[config.mk]
export PLATFORM = sky130hd
export DESIGN_NAME = seq_frame_tx
export DESIGN_NICKNAME = d
export VERILOG_FILES = /design/src/rtl/seq_frame_tx.sv
export SDC_FILE = /design/constraint.sdc
export NUM_CORES = 1
export LEC_CHECK = 0
export BUFFER_PORTS_ARGS = -buffer_cell sky130_fd_sc_hd__buf_2
export CAP_MARGIN = 20
export CORE_ASPECT_RATIO = 1.4
export CORE_MARGIN = 2
export CORE_UTILIZATION = 45
export CTS_BUF_LIST = sky130_fd_sc_hd__clkbuf_8
export DETAILED_ROUTE_END_ITERATION = 12
export HOLD_SLACK_MARGIN = 0.03
export PLACE_DENSITY_LB_ADDON = 0.25
export SYNTH_ARGS = -nofsm -noshare
export SYNTH_HDL_FRONTEND = slang
export SYNTH_SLANG_ARGS = --single-unit
export TNS_END_PERCENT = 20
[constraint.sdc]
create_clock -name clk -period 5.14 [get_ports clk]
set_input_delay 0 -clock clk [delete_from_list [all_inputs] [get_ports clk]]
set_output_delay 0 -clock clk [all_outputs]
set_load 0.01 [all_outputs]
[src/rtl/seq_frame_tx.sv]
// seq_frame_tx
// Serial frame transmitter for the 1-bit sync-word link. A parallel word is
// taken over a valid/ready handshake and sent one bit per clock as:
//   sync word (MSB first) | payload (MSB first) | even parity (optional) | idle zeros
//
// Ports
//   clk         clock, rising edge
//   rst         synchronous, active-high reset
//   tx_data     payload word, sampled only on the acceptance edge
//   tx_valid    source has a word to send
//   tx_ready    block can accept a word (IDLE and not in reset)
//   data_out    serial line, registered
//   tx_busy     high while a frame is on the line, registered
//   frame_done  one-cycle pulse in the final cycle of each frame, registered
//
// FSM states
//   state    | meaning
//   S_IDLE   | line held at 0, waiting for tx_valid
//   S_SYNC   | shifting out SYNC_PAT, SYNC_LEN cycles
//   S_DATA   | shifting out the latched payload, DATA_W cycles
//   S_PARITY | one cycle carrying the XOR of the payload bits
//   S_GAP    | GAP forced-zero cycles before returning to idle
//
// All outputs are registered, so every branch below loads the value the line
// must carry in the cycle that follows the edge. The down-counter holds the
// number of cycles still to come in the current state after this one; a
// terminal count of zero means the state ends at the next edge.

module seq_frame_tx #(
    parameter int                  SYNC_LEN  = 5,
    parameter logic [SYNC_LEN-1:0] SYNC_PAT  = 5'b10110,
    parameter int                  DATA_W    = 8,
    parameter int                  PARITY_EN = 1,
    parameter int                  GAP       = 2
) (
    input  logic              clk,
    input  logic              rst,
    input  logic [DATA_W-1:0] tx_data,
    input  logic              tx_valid,
    output logic              tx_ready,
    output logic              data_out,
    output logic              tx_busy,
    output logic              frame_done
);

    localparam int MAX_SD  = (SYNC_LEN > DATA_W) ? SYNC_LEN : DATA_W;
    localparam int MAX_CNT = (MAX_SD > GAP) ? MAX_SD : GAP;
    localparam int CNT_W   = (MAX_CNT > 1) ? $clog2(MAX_CNT) : 1;

    typedef enum logic [2:0] {
        S_IDLE   = 3'd0,
        S_SYNC   = 3'd1,
        S_DATA   = 3'd2,
        S_PARITY = 3'd3,
        S_GAP    = 3'd4
    } state_t;

    // The state that carries the last cycle of every frame; frame_done is
    // raised when that state is about to run its terminal-count cycle.
    localparam state_t LAST_ST = (GAP > 0)       ? S_GAP    :
                                 (PARITY_EN != 0) ? S_PARITY : S_DATA;

    state_t              state;
    state_t              state_after;
    logic [CNT_W-1:0]    cnt;
    logic [SYNC_LEN-1:0] sync_sr;
    logic [DATA_W-1:0]   data_sr;
    logic                par_bit;

    // Successor of each frame state, with the optional states skipped.
    function automatic state_t next_after(input state_t st);
        state_t nxt;
        nxt = S_IDLE;
        case (st)
            S_SYNC: nxt = S_DATA;
            S_DATA: begin
                if (PARITY_EN != 0) nxt = S_PARITY;
                else if (GAP > 0)   nxt = S_GAP;
                else                nxt = S_IDLE;
            end
            S_PARITY: nxt = (GAP > 0) ? S_GAP : S_IDLE;
            default:  nxt = S_IDLE;
        endcase
        return nxt;
    endfunction

    // Counter load on state entry: cycles remaining after the entry cycle.
    function automatic logic [CNT_W-1:0] reload_of(input state_t st);
        logic [CNT_W-1:0] r;
        r = '0;
        case (st)
            S_SYNC:  r = CNT_W'(SYNC_LEN - 1);
            S_DATA:  r = CNT_W'(DATA_W - 1);
            S_GAP:   r = (GAP > 0) ? CNT_W'(GAP - 1) : '0;
            default: r = '0;
        endcase
        return r;
    endfunction

    assign state_after = next_after(state);

    // Ready is combinational on rst so a word offered during reset is never
    // taken, even though the FSM itself only sees rst at the edge.
    assign tx_ready = (state == S_IDLE) && !rst;

    always_ff @(posedge clk) begin
        if (rst) begin
            state      <= S_IDLE;
            cnt        <= '0;
            sync_sr    <= '0;
            data_sr    <= '0;
            par_bit    <= 1'b0;
            data_out   <= 1'b0;
            tx_busy    <= 1'b0;
            frame_done <= 1'b0;
        end else begin
            case (state)
                S_IDLE: begin
                    frame_done <= 1'b0;
                    if (tx_valid) begin
                        // The sync MSB goes out in the first frame cycle, so
                        // the shift register is preloaded already advanced.
                        state    <= S_SYNC;
                        cnt      <= reload_of(S_SYNC);
                        sync_sr  <= SYNC_PAT << 1;
                        data_sr  <= tx_data;
                        par_bit  <= ^tx_data;
                        data_out <= SYNC_PAT[SYNC_LEN-1];
                        tx_busy  <= 1'b1;
                    end else begin
                        data_out <= 1'b0;
                        tx_busy  <= 1'b0;
                    end
                end

                default: begin
                    if (cnt != '0) begin
                        cnt        <= cnt - CNT_W'(1);
                        frame_done <= (state == LAST_ST) && (cnt == CNT_W'(1));
                        case (state)
                            S_SYNC: begin
                                data_out <= sync_sr[SYNC_LEN-1];
                                sync_sr  <= sync_sr << 1;
                            end
                            S_DATA: begin
                                data_out <= data_sr[DATA_W-1];
                                data_sr  <= data_sr << 1;
                            end
                            default: data_out <= 1'b0;
                        endcase
                    end else begin
                        state      <= state_after;
                        cnt        <= reload_of(state_after);
                        tx_busy    <= (state_after != S_IDLE);
                        frame_done <= (state_after == LAST_ST) &&
                                      (reload_of(state_after) == '0);
                        case (state_after)
                            S_DATA: begin
                                data_out <= data_sr[DATA_W-1];
                                data_sr  <= data_sr << 1;
                            end
                            S_PARITY: data_out <= par_bit;
                            default:  data_out <= 1'b0;
                        endcase
                    end
                end
            endcase
        end
    end

endmodule
# == After elaboration in Yosys (flattened, before gate mapping) ==
# Index checks and enable logic that the tools add are counted.
# totals
regBits,23
out_inout_bits,4
# op_classes
n_mux,28
reduce_logical,17
eq_ne,12
add_sub_neg,1
# op_table
cell,n
8-bit two-way mux,5
3-bit two-way mux,9
5-bit two-way mux,4
3-bit case mux with 3 select lines,2
3-bit by 2-bit == test with 1-bit output (second input constant),4
3-bit by 1-bit == test with 1-bit output (second input constant),3
3-bit nonzero test,3
8-bit parity,1
3-bit == test (second input constant),2
3-bit logical NOT,2
1-bit two-way mux,6
3-bit AND reduction,2
2-bit inequality test (second input constant),2
1-bit case mux with 2 select lines,2
2-bit AND reduction,2
2-bit nonzero test,2
1-bit logical AND,3
3-bit by 2-bit inequality test with 1-bit output (second input constant),1
3-bit by 1-bit subtractor with 3-bit output (second input constant),1
2-bit OR reduction,1
1-bit logical NOT,1

# == Logic depth before layout (Yosys ltp) ==
# logic_depth
depth_word,10
ltp_mapped,7

# == Least setup slack after synthesis ==
# No wires, ideal clock.
# synth_path
path_kind,reg-to-reg
startpoint,register cnt[0]
endpoint,register data_sr[7]
t_arrival_ns,1.725
slack_ns,3.327
period_less_slack_ns,1.813
stages_incl_launch_ff,8
required_time_ns,5.052
path_cell_list,dfxtp_1 -> inv_1 -> ha_1 -> and3b_1 -> a2111oi_4 -> buf_6 -> nor2_1 -> a311oi_2
# synth_via
elab_chain_len,3
# synth_rtl
element,line,rtl
"start, declared",65,logic [CNT_W-1:0] cnt;
"start signal, assigned",124,cnt <= reload_of(S_SYNC);
"start signal, assigned",138,cnt <= cnt - CNT_W'(1);
"start signal, assigned",153,cnt <= reload_of(state_after);
3-bit nonzero test (*),137,if (cnt != '0) begin
"3-bit by 2-bit inequality test with 1-bit output (no source line), or another cell as far along",--,
3-bit AND reduction (no source line) or 8-bit two-way mux (tied branches),--,
"end signal, assigned",126,data_sr <= tx_data;
"end signal, assigned",147,data_sr <= data_sr << 1;
"end signal, assigned",160,data_sr <= data_sr << 1;
"end, declared",67,logic [DATA_W-1:0] data_sr;
# Every way passes the cells marked *; elsewhere a longest branch is shown, timed or not.
# A chain may end at the register's enable or synchronous reset.

# == Final worst setup path ==
# layout_path
startpoint,register cnt[0]
endpoint,register data_sr[5]
# Same word-level chain as after synthesis.

==> results.md <==
* F_max at approximately 0.43 GHz
* Final Hold Fails at 0
* Startpoint types: flip-flop
* Total negative slack at 0 ns
* Post-synthesis cell count at ~130
* Status: complete, no violations
* GR Util All Layers at between 20% and 30%
* Post-Layout Cell Count at about 170
* RePlAce Congestion at around 0.8
* Row cnt at 21
* Critical path data required time at 5.31 ns
* Final Total Pwr at approximately 0.8 mW
* Hold WS at ~0.027 ns
* Final Max Tran Viols at 0
* Grt ovf at 0
* P per Cell Area at roughly 640 mW/mm2
* Pre-antenna DRT Iters at 4
* Vias per inst at between 5 and 6
* DIE WIDTH at approximately 46 um
* Hold depth at 3
* Worst-path cell chain: inv_1, ha_1, nand2b_1, a2111oi_4, nor2_1, a311oi_1
* Place WS at around 2.8 ns
* Nets at around 160
* Initial Util at 46.6%
* Syn avg cell area at a little over 8 um2
* Mapped cell area at approximately 0.0011 mm2
* Synthesized flop and latch total at 21
* Slew margin rel. at a little over two fifths
* Post-synthesis sequential area ratio at approximately two fifths
* Most common cell after layout, fill and taps aside: dfxtp_1
* Sink Count at 21
* Synthesized net count at around 150
* Final ANT Viol Nets at 0
* CTS tree: yes
* Initial antenna violation count at 0
* FF-to-FF setup slack at 2.82 ns
* Layout cells sized above 1 at 14.2%
* Clk slew on worst S/H paths at 0.08 ns
* Vias post-DR at roughly 1,000
* Kind of critical path: reg -> reg
* Layout area overhead at 13.5%
* Crit Reg-Reg Startpoint: cnt[0]
* Placed Instances at 163
* Least-Margin Pin Slew at ~0.86 ns
* Reg-to-Reg End: data_sr[5]
* Share of the synthesized area in the top cell type at 38.2%
* Hold crit path type: in -> reg
* Non-Filler Cell Area, Final at roughly 0.0012 mm2
* Hpwl dp at roughly 1700 um
* Port bufs at 14
* Clk root buf: clkbuf_8
* Synth Warn # at 0
* Leakage Power at between 0.4 and 0.5 nW
* First-pass GRT wire length at roughly 4300 um
* Worst Path Arrival at 2.49 ns
* Vias in the first global route at about 1,000
* Die Height at about 63 um
* Most frequent cells in the layout: dfxtp_1, nand2_1, nor2_1, buf_2, a21oi_1
* HP Start: tx_data[4]
* Crit-path slowest cell: a2111oi_4
* Area post-placement at approximately 0.0012 mm2
* N_diodes at 0
* Final core utilization at a little over half
* Fin crit share at 45.2%
* Cts bufs inserted at 3
* Synth area leader: dfxtp_1
* Io pins at 15
* Full die area at roughly 0.0029 mm2
* Final Critical Period at ~2.3 ns
* Yosys cell types at 34
* Post-route DRC at 0
* Reg2Reg Depth at 6
* Clock Latency Late Sink at roughly 0.26 ns
* Post-CTS Setup Inserts at 0
* Highest ir drop seen on vdd at approximately 0.29 mV
* Endpoint class of the critical path: flip-flop
* Placeable core area at ~0.0024 mm2
* CP Max Fanout at 16
* Worst path max stage delay at roughly 0.9 ns
* Largest net degree at the start of global routing at 23
* Final worst slack at about 2.8 ns
* Clk buf depth at 2
* Leading post-synthesis cells by cell area: dfxtp_1, nand2_1, nor2_1
* Worst Clk Skew at ~0.0024 ns
* Avg WL per Cell at 14.5 um
* Hold EP: data_sr[4]
* RSZ-0062 raised after global routing: false
* Final Setup Violations at 0
* Number of max-cap violations at 0
* H-tree Lvls at 1
* First DRT Iteration DRCs at 34
* WL final at around 2500 um
==> layout make-up <==
cell class | instances | area [um2]
clock buffer | 3 | 41.3
clock inverter | 1 | 3.75
inverter | 4 | 15.0
tap | 23 | 28.8
multi-input combinational | 100 | 623
fill | 232 | 1110
timing repair buffer | 19 | 118
sequential | 21 | 420
==> sequential cells by signal, indices dropped and copies added (netlist names) <==
| name | flops |
|---|---|
| sync_sr | 3 |
| tx_busy | 1 |
| state | 3 |
| cnt | 3 |
| data_sr | 8 |
| par_bit | 1 |
| frame_done | 1 |
| data_out | 1 |
==> critical path: cells and delay by family, from the launching register on <==
kind                     cells  cell delay, ns
flip-flops                   1            0.33
AND/OR/NAND/NOR              2            0.37
buffers and inverters        1            0.10
AO/OA/AOI/OAI                2            1.20
adder cells (fa/ha/maj)      1            0.23
==> layer usage <==
metal	share of wire [%]	track usage, %
met5	0	0
met4	2.3	11.8
met3	1.7	3.18
met2	53	35.0
met1	43	20.9
==> kinds of logic after synthesis <==
| group | after synthesis | share of synthesized area, % |
|---|---|---|
| and+or+nand+nor | 57 | 23.5 |
| AOI/OAI and AO/OA | 33 | 24.1 |
| DFF | 21 | 38.2 |
| buffers and inverters | 13 | 5.23 |
| xor gates and xnor gates | 7 | 5.57 |
| adders and majority gates | 3 | 3.41 |
==> worst max-delay path by stage <==
| stage | startpoint | end | slack [ns] | depth (start not counted) |
|---|---|---|---|---|
| 4_1_cts | cnt[0] | data_sr[5] | 2.82 | 6 |
| 5_1_grt | cnt[0] | data_sr[1] | 2.52 | 6 |
| 6_report | cnt[0] | data_sr[5] | 2.82 | 6 |
| 3_5_place_dp | cnt[0] | data_sr[5] | 2.85 | 6 |
| 2_1_floorplan | cnt[0] | data_sr[7] | 3.33 | 7 |
| 3_3_place_gp | cnt[0] | data_sr[6] | 2.97 | 6 |
==> where the power goes <==
part           total, mW  switching [mW]  internal, mW
clock              0.108          0.0547        0.0534
sequential         0.280          0.0575         0.223
combinational      0.408           0.246         0.162
==> cells in the mapped netlist <==
| cell type | count |
|---|---|
| dfxtp_1 | 21 |
| and3b_1 | 1 |
| o21bai_1 | 1 |
| or3_1 | 1 |
| nor3_1 | 5 |
| nor4_1 | 1 |
| a2111oi_4 | 1 |
| o22ai_1 | 1 |
| clkbuf_1 | 7 |
| and2b_1 | 1 |
| nand2_1 | 20 |
| inv_1 | 4 |
| a221oi_1 | 2 |
| a31oi_1 | 1 |
| ha_1 | 3 |
| a21oi_1 | 10 |
| nand4_1 | 1 |
| buf_2 | 1 |
| nor2_1 | 17 |
| o21ai_0 | 2 |
| nor2b_1 | 2 |
| nand3_1 | 4 |
| a32oi_1 | 1 |
| a211oi_1 | 2 |
| a2111oi_0 | 1 |
| nand2b_1 | 3 |
| o21a_1 | 1 |
| xnor2_1 | 7 |
| a311oi_1 | 6 |
| o31a_1 | 1 |
| buf_6 | 1 |
| a2bb2oi_1 | 1 |
| nand4b_1 | 1 |
| a311oi_2 | 2 |
==> repair_timing <==
item,4_1_cts,5_1_grt
hold buffers,4,0
endpoints found under the setup margin,0,0
gates resized for setup,0,0
endpoints found under the hold margin,4,0
(Power assumes the default switching activity.)
